==> config.mk <==
export PLATFORM = sky130hd
export DESIGN_NAME = imem_loader_flat
export DESIGN_NICKNAME = d
export VERILOG_FILES = /design/src/rtl/imem_loader_pkg.sv /design/src/rtl/imem_loader_if.sv /design/src/rtl/imem_loader_word_assembler.sv /design/src/rtl/imem_loader.sv /design/src/flat_wrapper.sv
export SDC_FILE = /design/constraint.sdc
export NUM_CORES = 1
export LEC_CHECK = 0
export BUFFER_PORTS_ARGS = -buffer_cell sky130_fd_sc_hd__buf_4
export CORE_MARGIN = 2
export CORE_UTILIZATION = 57
export CTS_CLUSTER_DIAMETER = 150
export CTS_CLUSTER_SIZE = 12
export DETAILED_ROUTE_END_ITERATION = 10
export GPL_TIMING_DRIVEN = 0
export PLACE_DENSITY_LB_ADDON = 0.12
export SETUP_SLACK_MARGIN = 0.05
export SYNTH_ARGS = -nofsm -noshare
export SYNTH_HDL_FRONTEND = slang
export SYNTH_SLANG_ARGS = --single-unit
==> constraint.sdc <==
create_clock -name clk -period 6.5 [get_ports clk]
set_input_delay 0.65 -clock clk [delete_from_list [all_inputs] [get_ports clk]]
set_output_delay 0.65 -clock clk [all_outputs]
set_load 0.1 [all_outputs]
==> src/rtl/imem_loader_pkg.sv <==
// Shared types and constants for the boot-time instruction memory loader.
package imem_loader_pkg;

  localparam int unsigned BYTE_W    = 8;
  localparam int unsigned WORD_W    = 32;
  localparam int unsigned ADDR_STEP = 4;
  localparam int unsigned COUNT_W   = 16;

  typedef enum logic [2:0] {
    ST_IDLE,
    ST_CNT_LO,
    ST_CNT_HI,
    ST_DATA,
    ST_WRITE,
    ST_CSUM,
    ST_DONE,
    ST_ERROR
  } state_e;

  // States in which the loader accepts a stream byte.
  function automatic logic takes_byte(state_e s);
    return (s == ST_CNT_LO) || (s == ST_CNT_HI) || (s == ST_DATA) || (s == ST_CSUM);
  endfunction

endpackage

==> src/rtl/imem_loader_if.sv <==
// Byte-stream input handshake plus instruction-memory write port.
interface imem_loader_if;
  import imem_loader_pkg::*;

  logic              in_valid;
  logic [BYTE_W-1:0] in_data;
  logic              in_ready;
  logic              mem_we;
  logic [WORD_W-1:0] mem_addr;
  logic [WORD_W-1:0] mem_wdata;

  // master: byte source and memory observer; slave: the loader
  modport master (output in_valid, in_data,
                  input  in_ready, mem_we, mem_addr, mem_wdata);
  modport slave  (input  in_valid, in_data,
                  output in_ready, mem_we, mem_addr, mem_wdata);
endinterface

==> src/rtl/imem_loader_word_assembler.sv <==
// Little-endian byte-to-word shifter: new bytes enter at the top, older bytes move down.
module word_assembler
  import imem_loader_pkg::*;
(
  input  logic              clk,
  input  logic              reset,
  input  logic              load,
  input  logic              clear,
  input  logic [BYTE_W-1:0] din,
  output logic [WORD_W-1:0] word,
  output logic              full_c
);

  logic [1:0] cnt_q;

  // Asserts on the load that completes a word, so the FSM can move to WRITE on that edge.
  assign full_c = load && (cnt_q == 2'd3);

  always_ff @(posedge clk or posedge reset) begin
    if (reset) begin
      word  <= '0;
      cnt_q <= '0;
    end else if (clear) begin
      word  <= '0;
      cnt_q <= '0;
    end else if (load) begin
      word  <= {din, word[WORD_W-1:BYTE_W]};
      cnt_q <= cnt_q + 2'd1;
    end
  end

endmodule

==> src/rtl/imem_loader.sv <==
// Boot loader: frames a byte stream into instruction-memory writes and releases the core on a good checksum.
module imem_loader
  import imem_loader_pkg::*;
#(
  parameter int unsigned DEPTH = 32,
  parameter int unsigned CNT_W = $clog2(DEPTH + 1)
) (
  input  logic             clk,
  input  logic             reset,
  input  logic             start,
  imem_loader_if.slave     bus,
  output logic             core_hold,
  output logic             done,
  output logic             error,
  output logic [CNT_W-1:0] words_loaded
);

  state_e              state_q, state_d;
  logic                ready_q, we_q;
  logic [WORD_W-1:0]   addr_q;
  logic [BYTE_W-1:0]   xor_q, n_lo_q;
  logic [COUNT_W-1:0]  n_q, n_rx_c;
  logic                xfer, enter_load, asm_full_c;
  logic [WORD_W-1:0]   asm_word;

  assign xfer       = bus.in_valid && ready_q;
  assign n_rx_c     = {bus.in_data, n_lo_q};
  assign enter_load = (state_d == ST_CNT_LO) && (state_q != ST_CNT_LO);

  assign bus.in_ready  = ready_q;
  assign bus.mem_we    = we_q;
  assign bus.mem_addr  = addr_q;
  assign bus.mem_wdata = asm_word;

  word_assembler u_asm (
    .clk    (clk),
    .reset  (reset),
    .load   (xfer && (state_q == ST_DATA)),
    .clear  (enter_load),
    .din    (bus.in_data),
    .word   (asm_word),
    .full_c (asm_full_c)
  );

  always_ff @(posedge clk or posedge reset) begin
    if (reset) state_q <= ST_IDLE;
    else       state_q <= state_d;
  end

  always_comb begin
    state_d = state_q;
    unique case (state_q)
      ST_IDLE, ST_DONE, ST_ERROR: if (start) state_d = ST_CNT_LO;
      ST_CNT_LO: if (xfer) state_d = ST_CNT_HI;
      ST_CNT_HI: begin
        if (xfer) begin
          if (n_rx_c > COUNT_W'(DEPTH)) state_d = ST_ERROR;
          else if (n_rx_c == '0)        state_d = ST_CSUM;
          else                          state_d = ST_DATA;
        end
      end
      ST_DATA:  if (asm_full_c) state_d = ST_WRITE;
      ST_WRITE: state_d = (COUNT_W'(words_loaded) + COUNT_W'(1) < n_q) ? ST_DATA : ST_CSUM;
      ST_CSUM: begin
        if (xfer) state_d = (bus.in_data == xor_q) ? ST_DONE : ST_ERROR;
      end
      default: state_d = ST_IDLE;
    endcase
  end

  // Outputs are registered from the next state so they change on the deciding edge.
  always_ff @(posedge clk or posedge reset) begin
    if (reset) begin
      ready_q      <= 1'b0;
      we_q         <= 1'b0;
      done         <= 1'b0;
      error        <= 1'b0;
      core_hold    <= 1'b1;
      addr_q       <= '0;
      words_loaded <= '0;
      xor_q        <= '0;
      n_lo_q       <= '0;
      n_q          <= '0;
    end else begin
      ready_q   <= takes_byte(state_d);
      we_q      <= (state_d == ST_WRITE);
      done      <= (state_d == ST_DONE);
      error     <= (state_d == ST_ERROR);
      core_hold <= (state_d != ST_DONE);
      if (enter_load) begin
        addr_q       <= '0;
        words_loaded <= '0;
        xor_q        <= '0;
      end else begin
        if (xfer && (state_q != ST_CSUM)) xor_q <= xor_q ^ bus.in_data;
        if (state_q == ST_WRITE) begin
          addr_q       <= addr_q + WORD_W'(ADDR_STEP);
          words_loaded <= words_loaded + CNT_W'(1);
        end
      end
      if (xfer && (state_q == ST_CNT_LO)) n_lo_q <= bus.in_data;
      if (xfer && (state_q == ST_CNT_HI)) n_q    <= n_rx_c;
    end
  end

endmodule

==> src/flat_wrapper.sv <==
// flat-port wrapper written by rule: the top's interface ports become plain ports
module imem_loader_flat import imem_loader_pkg::*;
#(
  parameter int unsigned DEPTH = 32,
  parameter int unsigned CNT_W = $clog2(DEPTH + 1)
)
  (clk, reset, start, core_hold, done, error, words_loaded, bus_in_valid, bus_in_data, bus_in_ready, bus_mem_we, bus_mem_addr, bus_mem_wdata);
  imem_loader_if bus_i ();
  input  logic clk;
  input  logic reset;
  input  logic start;
  output logic core_hold;
  output logic done;
  output logic error;
  output logic [CNT_W-1:0] words_loaded;
  input wire logic [$bits(bus_i.in_valid)-1:0] bus_in_valid;
  input wire logic [$bits(bus_i.in_data)-1:0] bus_in_data;
  output wire logic [$bits(bus_i.in_ready)-1:0] bus_in_ready;
  output wire logic [$bits(bus_i.mem_we)-1:0] bus_mem_we;
  output wire logic [$bits(bus_i.mem_addr)-1:0] bus_mem_addr;
  output wire logic [$bits(bus_i.mem_wdata)-1:0] bus_mem_wdata;
  assign bus_i.in_valid = bus_in_valid;
  assign bus_i.in_data = bus_in_data;
  assign bus_in_ready = bus_i.in_ready;
  assign bus_mem_we = bus_i.mem_we;
  assign bus_mem_addr = bus_i.mem_addr;
  assign bus_mem_wdata = bus_i.mem_wdata;
  imem_loader #(.DEPTH(DEPTH), .CNT_W(CNT_W)) u_core (.clk(clk), .reset(reset), .start(start), .bus(bus_i), .core_hold(core_hold), .done(done), .error(error), .words_loaded(words_loaded));
endmodule
* After elaboration in Yosys (flattened, before gate mapping)
Cells that the tools add are included.
** Storage, ports and cells
- Register bits after elaboration :: 112
- Word-level logic and storage cells :: 75
- Input port bits :: 12
** Cells by class
- Eq/ne operators :: 19
- Order comparisons :: 2
- Multiplexer cells :: 20
- Reductions and logical operators :: 16
- Bitwise logic cells :: 1
- Add/sub/neg operators :: 4
** Operators by type and width (count)
- 32-bit two-way mux :: 4
- 32-bit by 3-bit adder with 32-bit output (second input constant) :: 1
- 3-bit == test (second input constant) :: 8
- 3-bit two-way mux :: 8
- 3-bit case mux with 6 select lines :: 1
- 16-bit by 6-bit > comparator with 1-bit output (second input constant) :: 1
- 16-bit zero test :: 1
- 16-bit less-than comparator :: 1
- 8-bit two-way mux :: 2
- 3-bit by 2-bit == test with 1-bit output (second input constant) :: 4
- 6-bit two-way mux :: 2
- 8-bit == test :: 1
- 8-bit XOR :: 1
- 6-bit by 1-bit adder with 7-bit output (second input constant) :: 1
- 1-bit logical AND :: 7
- 6-bit by 1-bit adder with 6-bit output (second input constant) :: 1
- 3-bit by 1-bit == test with 1-bit output (second input constant) :: 2
- 3-bit inequality test (second input constant) :: 2
- 2-bit nonzero test :: 3
- 2-bit two-way mux :: 2
- 3-bit zero test :: 1
- 1-bit logical OR :: 3
- 3-bit by 1-bit inequality test with 1-bit output (second input constant) :: 1
- 3-bit OR reduction :: 1
- 3 further kinds :: 3

* Longest topological paths before layout
- Word-level depth :: 9
- Mapped depth :: 9
- Mapped depth without buffers :: 9

* Cells and area by module
A second synthesis with hierarchy kept.
** Second synthesis, totals
- Cells, all modules :: 487
- Area total of the unflattened synthesis :: 5251.3 um^2
** By module, submodules not included
- imem_loader :: cells each 374, area an instance 3819.9 um^2, instances 1, seq. area each 1903.1 um^2
- word_assembler :: cells each 113, area an instance 1431.4 um^2, instances 1, seq. area each 850.8 um^2

* Worst setup path after synthesis
OpenSTA, ideal clock, no wires.
- Kind :: reg2reg
- Start :: reg u_core.words_loaded[2]
- End :: reg u_core.done
- Cell stages (with the launch flop) :: 10
- Clock period less this slack :: 3.149 ns
- Arrival time :: 3.029 ns
- Setup slack :: 3.351 ns
- Cells stage by stage :: dfrtp_1 -> nand3_1 -> or2_2 -> xnor2_1 -> ha_1 -> and3_1 -> o221ai_1 -> a31o_2 -> a211o_1 -> and3_1
** Between the ends
- Word-level cells in the longest chain between the ends :: 5
** Ends and longest elaborated chain
- from (decl) :: line imem_loader.sv:15 : output logic [CNT_W-1:0] words_loaded
- from (signal assigned) :: line imem_loader.sv:98 : words_loaded <= words_loaded + CNT_W'(1);
- 6-bit by 1-bit adder with 7-bit output :: line imem_loader.sv:63 : ST_WRITE: state_d = (COUNT_W'(words_loaded) + COUNT_W'(1) < n_q) ? ST_DATA : ST_CSUM;
- 16-bit less-than comparator :: line imem_loader.sv:63
- 3-bit two-way mux :: line imem_loader.sv:63
- 3-bit case mux with 6 select lines :: line imem_loader.sv:52 : unique case (state_q)
- named net u_core.state_d[1] :: line imem_loader.sv:18 : state_e state_q, state_d;
- 3-bit == test :: line imem_loader.sv:87 : done <= (state_d == ST_DONE);
- to (signal assigned) :: line imem_loader.sv:87
- to (decl) :: line imem_loader.sv:13 : output logic done,
The timed path passes the listed nets, and every way through them passes these cells.
A chain may end at the register's enable or synchronous reset.

* Worst setup path in the final report
- Start :: reg u_core.state_q[0]
- End :: reg u_core.xor_q[6]
** Between the ends
- Word-level cells in the longest chain between the ends :: 8
- Elaborated cells on any way between the ends :: 24
- Those cells by class :: eq/ne (10); mux (7); reduce/logical (7)
** Ends and longest elaborated chain
- from (decl) :: line imem_loader.sv:18
- from (signal assigned) :: line imem_loader.sv:47 : else state_q <= state_d;
- 3-bit by 2-bit == test with 1-bit output :: line imem_loader.sv:38, imem_loader.sv:52
- 1-bit logical AND :: line imem_loader.sv:38 : .load (xfer && (state_q == ST_DATA)),
- 1-bit logical AND :: line imem_loader_word_assembler.sv:17 : assign full_c = load && (cnt_q == 2'd3);
- 3-bit two-way mux :: line imem_loader.sv:62 : ST_DATA: if (asm_full_c) state_d = ST_WRITE;
- 3-bit case mux with 6 select lines :: line imem_loader.sv:52
- 3-bit by 1-bit == test with 1-bit output :: line imem_loader.sv:28 : assign enter_load = (state_d == ST_CNT_LO) && (state_q != ST_CNT_LO);
- 1-bit logical AND :: line imem_loader.sv:28
- 8-bit two-way mux / 2-bit nonzero test (equally long branches)
- to (signal assigned) :: line imem_loader.sv:95 : if (xfer && (state_q != ST_CSUM)) xor_q <= xor_q ^ bus.in_data;
- to (decl) :: line imem_loader.sv:21 : logic [BYTE_W-1:0] xor_q, n_lo_q;
Parallel ways exist; a longest one is shown, timed or not.

==> results.sh <==
export IMPL_drcViolationCount=0
export IMPL_post_route_min_period_ns=2.751
export IMPL_clock_sinks=110
export IMPL_cp_slowest_cell="dfrtp_1"
export IMPL_avgSynthCellArea_sq_um=10.63
export IMPL_die_h_microns=102.0
export IMPL_hold_ws_ns=0.3673
export IMPL_required_ns=6.74
export IMPL_slowest_delay_ns=0.48
export IMPL_gp_congestion=0.8698
export IMPL_start_util_pct=58.99
export IMPL_track_usage_pct=24.86
export IMPL_yosysTopAreaCell="dfrtp_1"
export IMPL_power_leakage_nw=3.083
export IMPL_cts_made_buffers=9
export IMPL_ir_drop_uv=231.6
export IMPL_cpMostUsedCell="clkbuf_1"
export IMPL_via_per_inst=5.850
export IMPL_nNetsFinal=633
export IMPL_postCtsSetupBuffers=0
export IMPL_synth_area_leaders="dfrtp_1, a31oi_1, mux2i_1, xnor2_1, mux2_2"
export IMPL_dr_pass1_iters=5
export IMPL_cts_tree="yes"
export IMPL_antennaDiodeCount=0
export IMPL_async_reset_ff_share_pct=100.0
export IMPL_synthDistinctLibCells=52
export IMPL_endpoint_kind="flip-flop"
export IMPL_netlist_area_sq_um=5477
export IMPL_io_pins=87
export IMPL_dp_cells=730
export IMPL_drtIter0Drc=238
export IMPL_post_route_period_util_pct=42.33
export IMPL_syn_inst=515
export IMPL_drt_total_wl_microns=12520
export IMPL_regArea_sq_um=2754
export IMPL_num_vias=4364
export IMPL_rsz0062_at_grt="no"
export IMPL_cts_root_buf="clkbuf_8"
export IMPL_setup_viol=0
export IMPL_outcome="complete, no violations"
export IMPL_syn2layout_area_growth_pct=19.26
export IMPL_grt_overflow=0
export IMPL_fin_cells=746
export IMPL_pre_cts_slack_ns=3.522
export IMPL_fin_setup_tns_ns=0
export IMPL_cp_start_kind="flip-flop"
export IMPL_seq_area_frac_synth_pct=50.29
export IMPL_drt_antenna_violating_nets=0
export IMPL_clk_latency_ns=0.38
export IMPL_cap_violations=0
export IMPL_fin_skew_ns=0.01115
export IMPL_die_x_microns=102.0
export IMPL_drive_gt1_share_pct=23.34
export IMPL_synth_edf_count=0
export IMPL_htreeDepth=3
export IMPL_yosys_warnings=0
export IMPL_crit_path_cell_trace="clkbuf_1, o21bai_1, a21oi_1, o21ai_1, clkbuf_1, clkbuf_1, a31oi_1"
export IMPL_fillers=719
export IMPL_ys_ff_latch=110
export IMPL_die_area_sq_um=10410
export IMPL_core_area_sq_um=9284
export IMPL_max_freq_mhz=363.4
export IMPL_synthFlopType="dfrtp_1"
export IMPL_io_buffers=84
export IMPL_met2_usage_pct=41.14
export IMPL_rows=35
export IMPL_crit_type="flip-flop to flip-flop"
export IMPL_grtUsageMet3_pct=3.830
export IMPL_cts_max_path_buffers=2
export IMPL_netlist_area_leader_share_pct=49.81
export IMPL_grt_busiest_layer="met2"
export IMPL_wl_per_cell_microns=16.78
export IMPL_finalHoldViolCount=0
export IMPL_antenna_found_initial=0
export IMPL_hold_path_class="input pin to async pin"
export IMPL_grt_pass1_wl_microns=20330
export IMPL_multi_input_area_sq_um=2466
export IMPL_cp_arrival_ns=2.99
export IMPL_cp_max_fo=10
export IMPL_cts_hold_buf=0
export IMPL_dp_hpwl_microns=8796
export IMPL_fin_ws_ns=3.749
export IMPL_gr_usage_met1_pct=33.94
export IMPL_total_power_mw=2.749
export IMPL_grt_max_degree=61
export IMPL_slew_headroom_pct=30.68
export IMPL_grt_pass1_vias=4205
export IMPL_tightest_slew_ns=1.032
export IMPL_cts_resized_gates=0
export IMPL_clk_pin_slew_ns=0.11
export IMPL_slew_viol_final=0
export IMPL_p_per_area_nw_per_um2=421.0
## report_power, final
| part | total [mW] | internal, mW | switching [mW] | leakage [nW] |
|---|---|---|---|---|
| sequential | 0.960 | 0.840 | 0.120 | 1.46 |
| clock | 0.469 | 0.223 | 0.246 | 0.112 |
| combinational | 1.32 | 0.378 | 0.943 | 1.51 |
| total | 2.75 | 1.44 | 1.31 | 3.08 |
## metrics by stage
step | util [%] | instance area [sq um]
after floorplan | - | 5480
after global placement | 67.56 | 6272
after detailed placement | 67.88 | 6302
after CTS | 70.35 | 6531
after global routing | 70.35 | 6531
final | 70.35 | 6531
## critical path: cells and delay by family, from the launching register on
| family | cells | cell delay, ns |
|---|---|---|
| AOI/OAI and AO/OA | 4 | 0.88 |
| DFF | 1 | 0.48 |
| buffers and inverters | 3 | 1.26 |
## layout make-up
cell class	instances	share of cell area, %
Buffer	40	3.008
Timing Repair Buffer	85	10.08
Clock inverter	7	1.609
Multi-Input combinational cell	349	37.76
Sequential cell	110	42.16
Clock buffer	9	1.897
Inverter	17	1.015
Tap cell	129	2.471
## synthesized netlist by cell type, types with 2 or more instances
| cell | n |
|---|---|
| dfrtp_1 | 109 |
| a31oi_1 | 76 |
| xnor2_1 | 37 |
| nand2_1 | 35 |
| mux2i_1 | 34 |
| clkbuf_1 | 22 |
| nor2_1 | 20 |
| nand3_1 | 18 |
| xor2_1 | 18 |
| inv_1 | 17 |
| mux2_2 | 17 |
| nor3_1 | 14 |
| buf_2 | 10 |
| ha_1 | 9 |
| o21ai_0 | 9 |
| nand4_1 | 6 |
| a21oi_1 | 4 |
| and3_1 | 4 |
| and4_1 | 4 |
| nor4_1 | 4 |
| a31o_2 | 3 |
| and3b_1 | 3 |
| buf_4 | 3 |
| buf_6 | 3 |
| or3_1 | 3 |
| a32oi_1 | 2 |
| and2_1 | 2 |
| buf_1 | 2 |
| nor3b_1 | 2 |
| o31ai_1 | 2 |
| or2_2 | 2 |
## layer usage
metal	part of all wire, %	up-vias	wire length, microns
li1	-	2051	-
met1	44	2165	5554
met2	49	128	6184
met3	4.3	20	544
met4	1.9	0	233
met5	0	-	0
## logic make-up after synthesis
logic type,share of synthesized area [%]
compound gates,12.75
xor+xnor,8.796
fa+ha+maj,2.056
buf+inv,4.752
flops,50.29
mux,9.710
other cells,0.06847
simple gates,11.58
## flip-flops by register name, summed over array words and instances (netlist names), 2 cells and up
| signal | cells |
|---|---|
| u_core.n_lo_q | 8 |
| u_core.u_asm.word | 32 |
| u_core.state_q | 3 |
| u_core.u_asm.cnt_q | 2 |
| u_core.words_loaded | 6 |
| u_core.xor_q | 8 |
| u_core.n_q | 16 |
| u_core.bus.mem_addr | 30 |
## cells in the final DEF (no fill, tap or decap), types with 17 or more instances in the layout
cell type  count
nand2_1       35
dfrtp_1      109
buf_4         87
mux2i_1       34
clkbuf_1      22
nand3_1       18
xor2_1        18
a31oi_1       76
mux2_2        17
xnor2_1       37
nor2_1        20
## worst paths after layout
path	startpoint	end	slack [ns]	depth (start not counted)
setup / recovery	u_core.state_q[0]	u_core.xor_q[6]	3.75	7
hold / removal	reset	u_core.bus.mem_addr[11]	0.37	2
max in group asynchronous	reset	u_core.core_hold	5.37	3
min in group clk	u_core.n_q[12]	u_core.n_q[12]	0.52	1
hold reg to reg	u_core.n_q[12]	u_core.n_q[12]	0.52	1
setup reg to reg	u_core.state_q[0]	u_core.xor_q[6]	3.75	7
Power figures use the tool's default switching activity.
